===== src/rtl/keylock_ctrl.sv =====
// Digit-code door lock sequencer: entry, compare, unlock/auto-relock, lockout, reprogramming.
// Optional KEYLOCK_CTRL_ALARM_EN adds a sticky alarm output set on lockout entry.
module keylock_ctrl #(
  parameter int unsigned DIGITS         = 6,
  parameter int unsigned MAX_FAILS      = 3,
  parameter int unsigned LOCKOUT_CYCLES = 1000,
  parameter int unsigned RELOCK_CYCLES  = 5000,
  parameter logic [4*DIGITS-1:0] DEFAULT_CODE = 24'h335256
) (
  input  logic                               clk,
  input  logic                               reset_n,
  input  logic [3:0]                         key,
  input  logic                               key_valid,
  input  logic                               relock,
  input  logic                               prog_req,
  output logic                               locked,
  output logic                               lockout,
  output logic [$clog2(MAX_FAILS+1)-1:0]     fail_cnt,
  output logic                               prog_active,
`ifdef KEYLOCK_CTRL_ALARM_EN
  output logic                               alarm,
`endif
  output logic [2:0]                         state_dbg
);
  localparam int unsigned CW   = 4 * DIGITS;
  localparam int unsigned NW   = $clog2(DIGITS + 1);
  localparam int unsigned FW   = $clog2(MAX_FAILS + 1);
  localparam int unsigned TMAX = (LOCKOUT_CYCLES > RELOCK_CYCLES) ? LOCKOUT_CYCLES : RELOCK_CYCLES;
  localparam int unsigned TW   = $clog2(TMAX + 1);

  typedef enum logic [2:0] {
    S_ENTRY    = 3'd0,
    S_CHECK    = 3'd1,
    S_UNLOCKED = 3'd2,
    S_PROG     = 3'd3,
    S_LOCKOUT  = 3'd4
  } state_t;

  state_t          state_q, state_d;
  logic [NW-1:0]   cnt_q, cnt_d;
  logic [CW-1:0]   entry_q, entry_d;
  logic [CW-1:0]   code_q, code_d;
  logic [FW-1:0]   fail_q, fail_d;
  logic [TW-1:0]   timer_q, timer_d;
  logic            locked_q, locked_d;
  logic            lockout_q, lockout_d;
  logic            prog_q, prog_d;
  logic            alarm_q, alarm_d;

  logic            is_digit, is_clear, last_digit;
  logic [CW-1:0]   shifted;

  always_comb begin
    is_digit   = key_valid && (key <= 4'd9);
    is_clear   = key_valid && (key == 4'hA);
    shifted    = CW'({entry_q, key});
    last_digit = (cnt_q == NW'(DIGITS - 1));

    state_d = state_q;
    cnt_d   = cnt_q;
    entry_d = entry_q;
    code_d  = code_q;
    fail_d  = fail_q;
    timer_d = timer_q;

    case (state_q)
      S_ENTRY: begin
        if (relock) begin
          cnt_d = '0;
        end else if (is_digit) begin
          entry_d = shifted;
          if (last_digit) begin
            cnt_d   = '0;
            state_d = S_CHECK;
          end else begin
            cnt_d = cnt_q + 1'b1;
          end
        end else if (is_clear) begin
          cnt_d = '0;
        end
      end
      S_CHECK: begin
        if (entry_q == code_q) begin
          state_d = S_UNLOCKED;
          fail_d  = '0;
          timer_d = TW'(RELOCK_CYCLES);
        end else if (fail_q == FW'(MAX_FAILS - 1)) begin
          state_d = S_LOCKOUT;
          fail_d  = FW'(MAX_FAILS);
          timer_d = TW'(LOCKOUT_CYCLES);
        end else begin
          state_d = S_ENTRY;
          fail_d  = fail_q + 1'b1;
        end
      end
      S_UNLOCKED: begin
        // Timer value T means T more cycles remain in UNLOCKED.
        if (relock) begin
          state_d = S_ENTRY;
        end else if (prog_req) begin
          state_d = S_PROG;
          cnt_d   = '0;
        end else if (key_valid) begin
          timer_d = TW'(RELOCK_CYCLES);
        end else if (timer_q <= TW'(1)) begin
          state_d = S_ENTRY;
          timer_d = '0;
        end else begin
          timer_d = timer_q - 1'b1;
        end
      end
      S_PROG: begin
        if (relock) begin
          state_d = S_ENTRY;
          cnt_d   = '0;
        end else if (is_digit) begin
          entry_d = shifted;
          if (last_digit) begin
            cnt_d   = '0;
            code_d  = shifted;
            state_d = S_UNLOCKED;
            timer_d = TW'(RELOCK_CYCLES);
          end else begin
            cnt_d = cnt_q + 1'b1;
          end
        end else if (is_clear) begin
          cnt_d   = '0;
          state_d = S_UNLOCKED;
        end
      end
      S_LOCKOUT: begin
        if (timer_q <= TW'(1)) begin
          state_d = S_ENTRY;
          fail_d  = '0;
          cnt_d   = '0;
          timer_d = '0;
        end else begin
          timer_d = timer_q - 1'b1;
        end
      end
      default: state_d = S_ENTRY;
    endcase

    locked_d  = !((state_d == S_UNLOCKED) || (state_d == S_PROG));
    lockout_d = (state_d == S_LOCKOUT);
    prog_d    = (state_d == S_PROG);

    alarm_d = alarm_q;
    if (state_d == S_LOCKOUT && state_q != S_LOCKOUT) begin
      alarm_d = 1'b1;
    end else if (state_d == S_UNLOCKED && state_q == S_CHECK) begin
      alarm_d = 1'b0;
    end
  end

  always_ff @(posedge clk or negedge reset_n) begin
    if (!reset_n) begin
      state_q   <= S_ENTRY;
      cnt_q     <= '0;
      entry_q   <= '0;
      code_q    <= DEFAULT_CODE;
      fail_q    <= '0;
      timer_q   <= '0;
      locked_q  <= 1'b1;
      lockout_q <= 1'b0;
      prog_q    <= 1'b0;
      alarm_q   <= 1'b0;
    end else begin
      state_q   <= state_d;
      cnt_q     <= cnt_d;
      entry_q   <= entry_d;
      code_q    <= code_d;
      fail_q    <= fail_d;
      timer_q   <= timer_d;
      locked_q  <= locked_d;
      lockout_q <= lockout_d;
      prog_q    <= prog_d;
      alarm_q   <= alarm_d;
    end
  end

  assign locked      = locked_q;
  assign lockout     = lockout_q;
  assign fail_cnt    = fail_q;
  assign prog_active = prog_q;
  assign state_dbg   = state_q;
`ifdef KEYLOCK_CTRL_ALARM_EN
  assign alarm       = alarm_q;
`else
  logic unused_alarm;
  assign unused_alarm = alarm_q;
`endif

endmodule


===== config.mk =====
export PLATFORM = sky130hd
export DESIGN_NAME = keylock_ctrl
export DESIGN_NICKNAME = d
export VERILOG_FILES = /design/src/rtl/keylock_ctrl.sv
export SDC_FILE = /design/constraint.sdc
export NUM_CORES = 1
export LEC_CHECK = 0
export ABC_AREA = 1
export CORE_ASPECT_RATIO = 1.4
export CORE_MARGIN = 8
export CORE_UTILIZATION = 50
export CTS_CLUSTER_SIZE = 10
export DETAILED_ROUTE_END_ITERATION = 7
export PLACE_DENSITY_LB_ADDON = 0.1
export SLEW_MARGIN = 30
export SYNTH_ARGS = -nofsm -noshare
export SYNTH_HDL_FRONTEND = slang
export SYNTH_SLANG_ARGS = --single-unit

===== constraint.sdc =====
create_clock -name clk -period 3.2 [get_ports clk]
set_clock_uncertainty 0.1 [all_clocks]
set_input_delay 0.64 -clock clk [delete_from_list [all_inputs] [get_ports clk]]
set_output_delay 0.64 -clock clk [all_outputs]
set_load 0.01 [all_outputs]

==> impl_metrics.json <==
{
  "max_freq_mhz": 438.3,
  "power_density_nw_per_um2": 522.4,
  "hpwl_mm": 5.904,
  "h-tree-depth": 3,
  "clock_sinks": 72,
  "synth_cell_types": 34,
  "ant_nets": 0,
  "row_count": 38,
  "arrival_ps": 2410,
  "slew_viol_final": 0,
  "cts_resized": 0,
  "finalWirelength_mm": 8.352,
  "hold_path.class": "in2async",
  "drive_gt1_share_pct": 11.27,
  "die_area_um2": 11070,
  "synthTopCellsByArea": "dfrtp_1, nand2_1, dfstp_2",
  "synth_ff_type": "dfrtp_1",
  "hold_buffers": 0,
  "yosysMostFrequentCell": "nand2_1",
  "synth_cells": 555,
  "startpoint_type": "primary input",
  "clk_latency_ps": 360,
  "grt_overflow_total": 0,
  "clkPwrFrac_pct": 32.2,
  "synth_area_per_cell_um2": 7.140,
  "rsz0062_at_grt": "no",
  "period_share_pct": 71.30,
  "antenna_found_initial": 0,
  "tightest_slew_ps": 432.8,
  "synthTopCellsByCount": "nand2_1, nor2_1, o21ai_0",
  "grt_pass1_vias": 3351,
  "grt_max_degree": 73,
  "maxSlewHeadroom_pct": 71.15,
  "die_x_um": 91.24,
  "synth_nets": 567,
  "switching_share_pct": 31.19,
  "yosys.area.top_type": "dfrtp_1",
  "p_sw_mw": 0.7175,
  "yosys_warnings": 0,
  "max_cap_violations": 0,
  "synth_seq_cells": 72,
  "crit_fanout": 14,
  "netlist_area_um2": 3963,
  "nets": 584,
  "antenna_cells": 0,
  "outcome": "completed",
  "yosysSeqAreaShare_pct": 45.85,
  "drtIter0Drc": 153,
  "area_growth_pct": 11.11,
  "end_kind": "register",
  "vias_per_cell": 4.936,
  "p_leak_nw": 2.141,
  "path_clk_slew_ps": 70,
  "async_flop_share_pct": 100.0,
  "grt_pass1_wl_mm": 14.59,
  "netlist.area_leader.share_pct": 37.89,
  "initial_utilization_pct": 51.45,
  "clockBufferDepth": 2,
  "vdd_drop_max_v": 0.0002796,
  "drc": 0,
  "intPower_mw": 1.583,
  "crit_type": "in2reg",
  "avgRoutedWirePerCell_um": 12.34,
  "ios": 17,
  "hold_viol_final": 0,
  "cts_setup_buffers": 0,
  "synth_edf_count": 0,
  "fin_crit_ps": 2282,
  "core_area_um2": 7702,
  "cp.required_ps": 3330,
  "grt_usage_pct": 16.40,
  "place.gp.congestion": 0.8543,
  "tns_ps": 0,
  "setup_viol": 0,
  "cts_tree": "yes",
  "utilization_pct": 57.16,
  "seqPwrFrac_pct": 48.1,
  "root_buffer": "clkbuf_8",
  "port_buffers": 16,
  "die_h_um": 121.3,
  "cts_buffers": 9,
  "r2r_setup_slack_ps": 1060,
  "drt_first_pass_iters": 4,
  "p_comb_share_pct": 19.7,
  "vias": 3342
}
critical path: stages:
cell and delay, ps:
clkdlybuf4s50_1 470, o21ai_0 190, nand2_1 140, inv_1 140
a21oi_1 70, nor2_1 130, nand2_2 200, inv_2 300
o21ai_0 120
layout by cell type (no fill, tap or decap), types with 2 or more instances in the layout:
cell and count:
nor3_1 3, inv_1 60, clkdlybuf4s50_1 15, nor2_2 6
nand2_2 4, nand3_1 13, a21oi_1 7, nor4_1 2
inv_2 12, buf_4 2, clkinv_2 2, nor2_4 2
dfstp_2 12, o21ai_2 3, nor2_1 64, dfrtp_1 60
clkinvlp_4 2, xor2_1 7, clkbuf_8 11, o21ai_0 62
xnor2_1 4, ha_1 3, nand2_1 205, nand3_2 2
state kept, by name, summed over array words and instances, names as in the netlist:
register and cells:
code_q 24, timer_q 13, lockout 1, locked 1, fail_cnt 2, prog_active 1
state_dbg 3, entry_q 24, cnt_q 3
final timing paths:
path	start	to	cells past startpoint
worst min register to register	code_q[1]	code_q[1]	2
worst min-delay path	reset_n	entry_q[18]	2
worst max register to register	code_q[14]	timer_q[10]	11
max in group asynchronous	reset_n	code_q[20]	2
min in group clk	code_q[1]	code_q[1]	2
worst max-delay path	key[1]	timer_q[10]	9
per-stage QoR:
| stage | setup WS (ps) | hold WS [ps] | power [mW] | instances | cell area [um2] |
|---|---|---|---|---|---|
| floorplan | 1426 | 244.4 | 1.453 | 555 | 3963 |
| global placement | 593.8 | 372.6 | 1.565 | 661 | 4197 |
| detailed placement | 543.7 | 379.8 | 1.577 | 661 | 4197 |
| CTS | 924.5 | 206.5 | 2.331 | 677 | 4403 |
| global route | 750.6 | 224.4 | 2.449 | 677 | 4403 |
| finish | 918.5 | 201.2 | 2.300 | 677 | 4403 |
cell type report:
cell class	instances	area, um2
repair buffers	19	190.2
fillers	782	3299
inverters	74	280.3
multi-input cells	396	1784
flip-flops and latches	72	1817
well taps	100	125.1
clock inverters	5	55.05
clock buffers	11	151.4
layer usage:
layer / GRT usage [%] / part of all wire, % / vias up
met3: 4.396 / 3.3 / 18
li1: - / - / 1732
met5: 0 / 0 / -
met2: 29.44 / 51 / 55
met4: 9.764 / 3.3 / 0
met1: 16.69 / 42 / 1537
cell families after synthesis:
family | synth area share [%]
buf+inv | 9.125
xor+xnor | 2.431
fa+ha+maj | 0.9474
simple gates | 31.32
flops | 45.85
compound gates | 10.33
power by group through the flow:
stage / clock, mW / combinational (mW) / sequential [mW]
6_report: 0.741 / 0.454 / 1.11
3_5_place_dp: 0 / 0.457 / 1.12
5_1_grt: 0.798 / 0.531 / 1.12
4_1_cts: 0.766 / 0.462 / 1.10
3_3_place_gp: 0 / 0.449 / 1.12
2_1_floorplan: 0 / 0.358 / 1.10
Power figures use the tool's default switching activity.
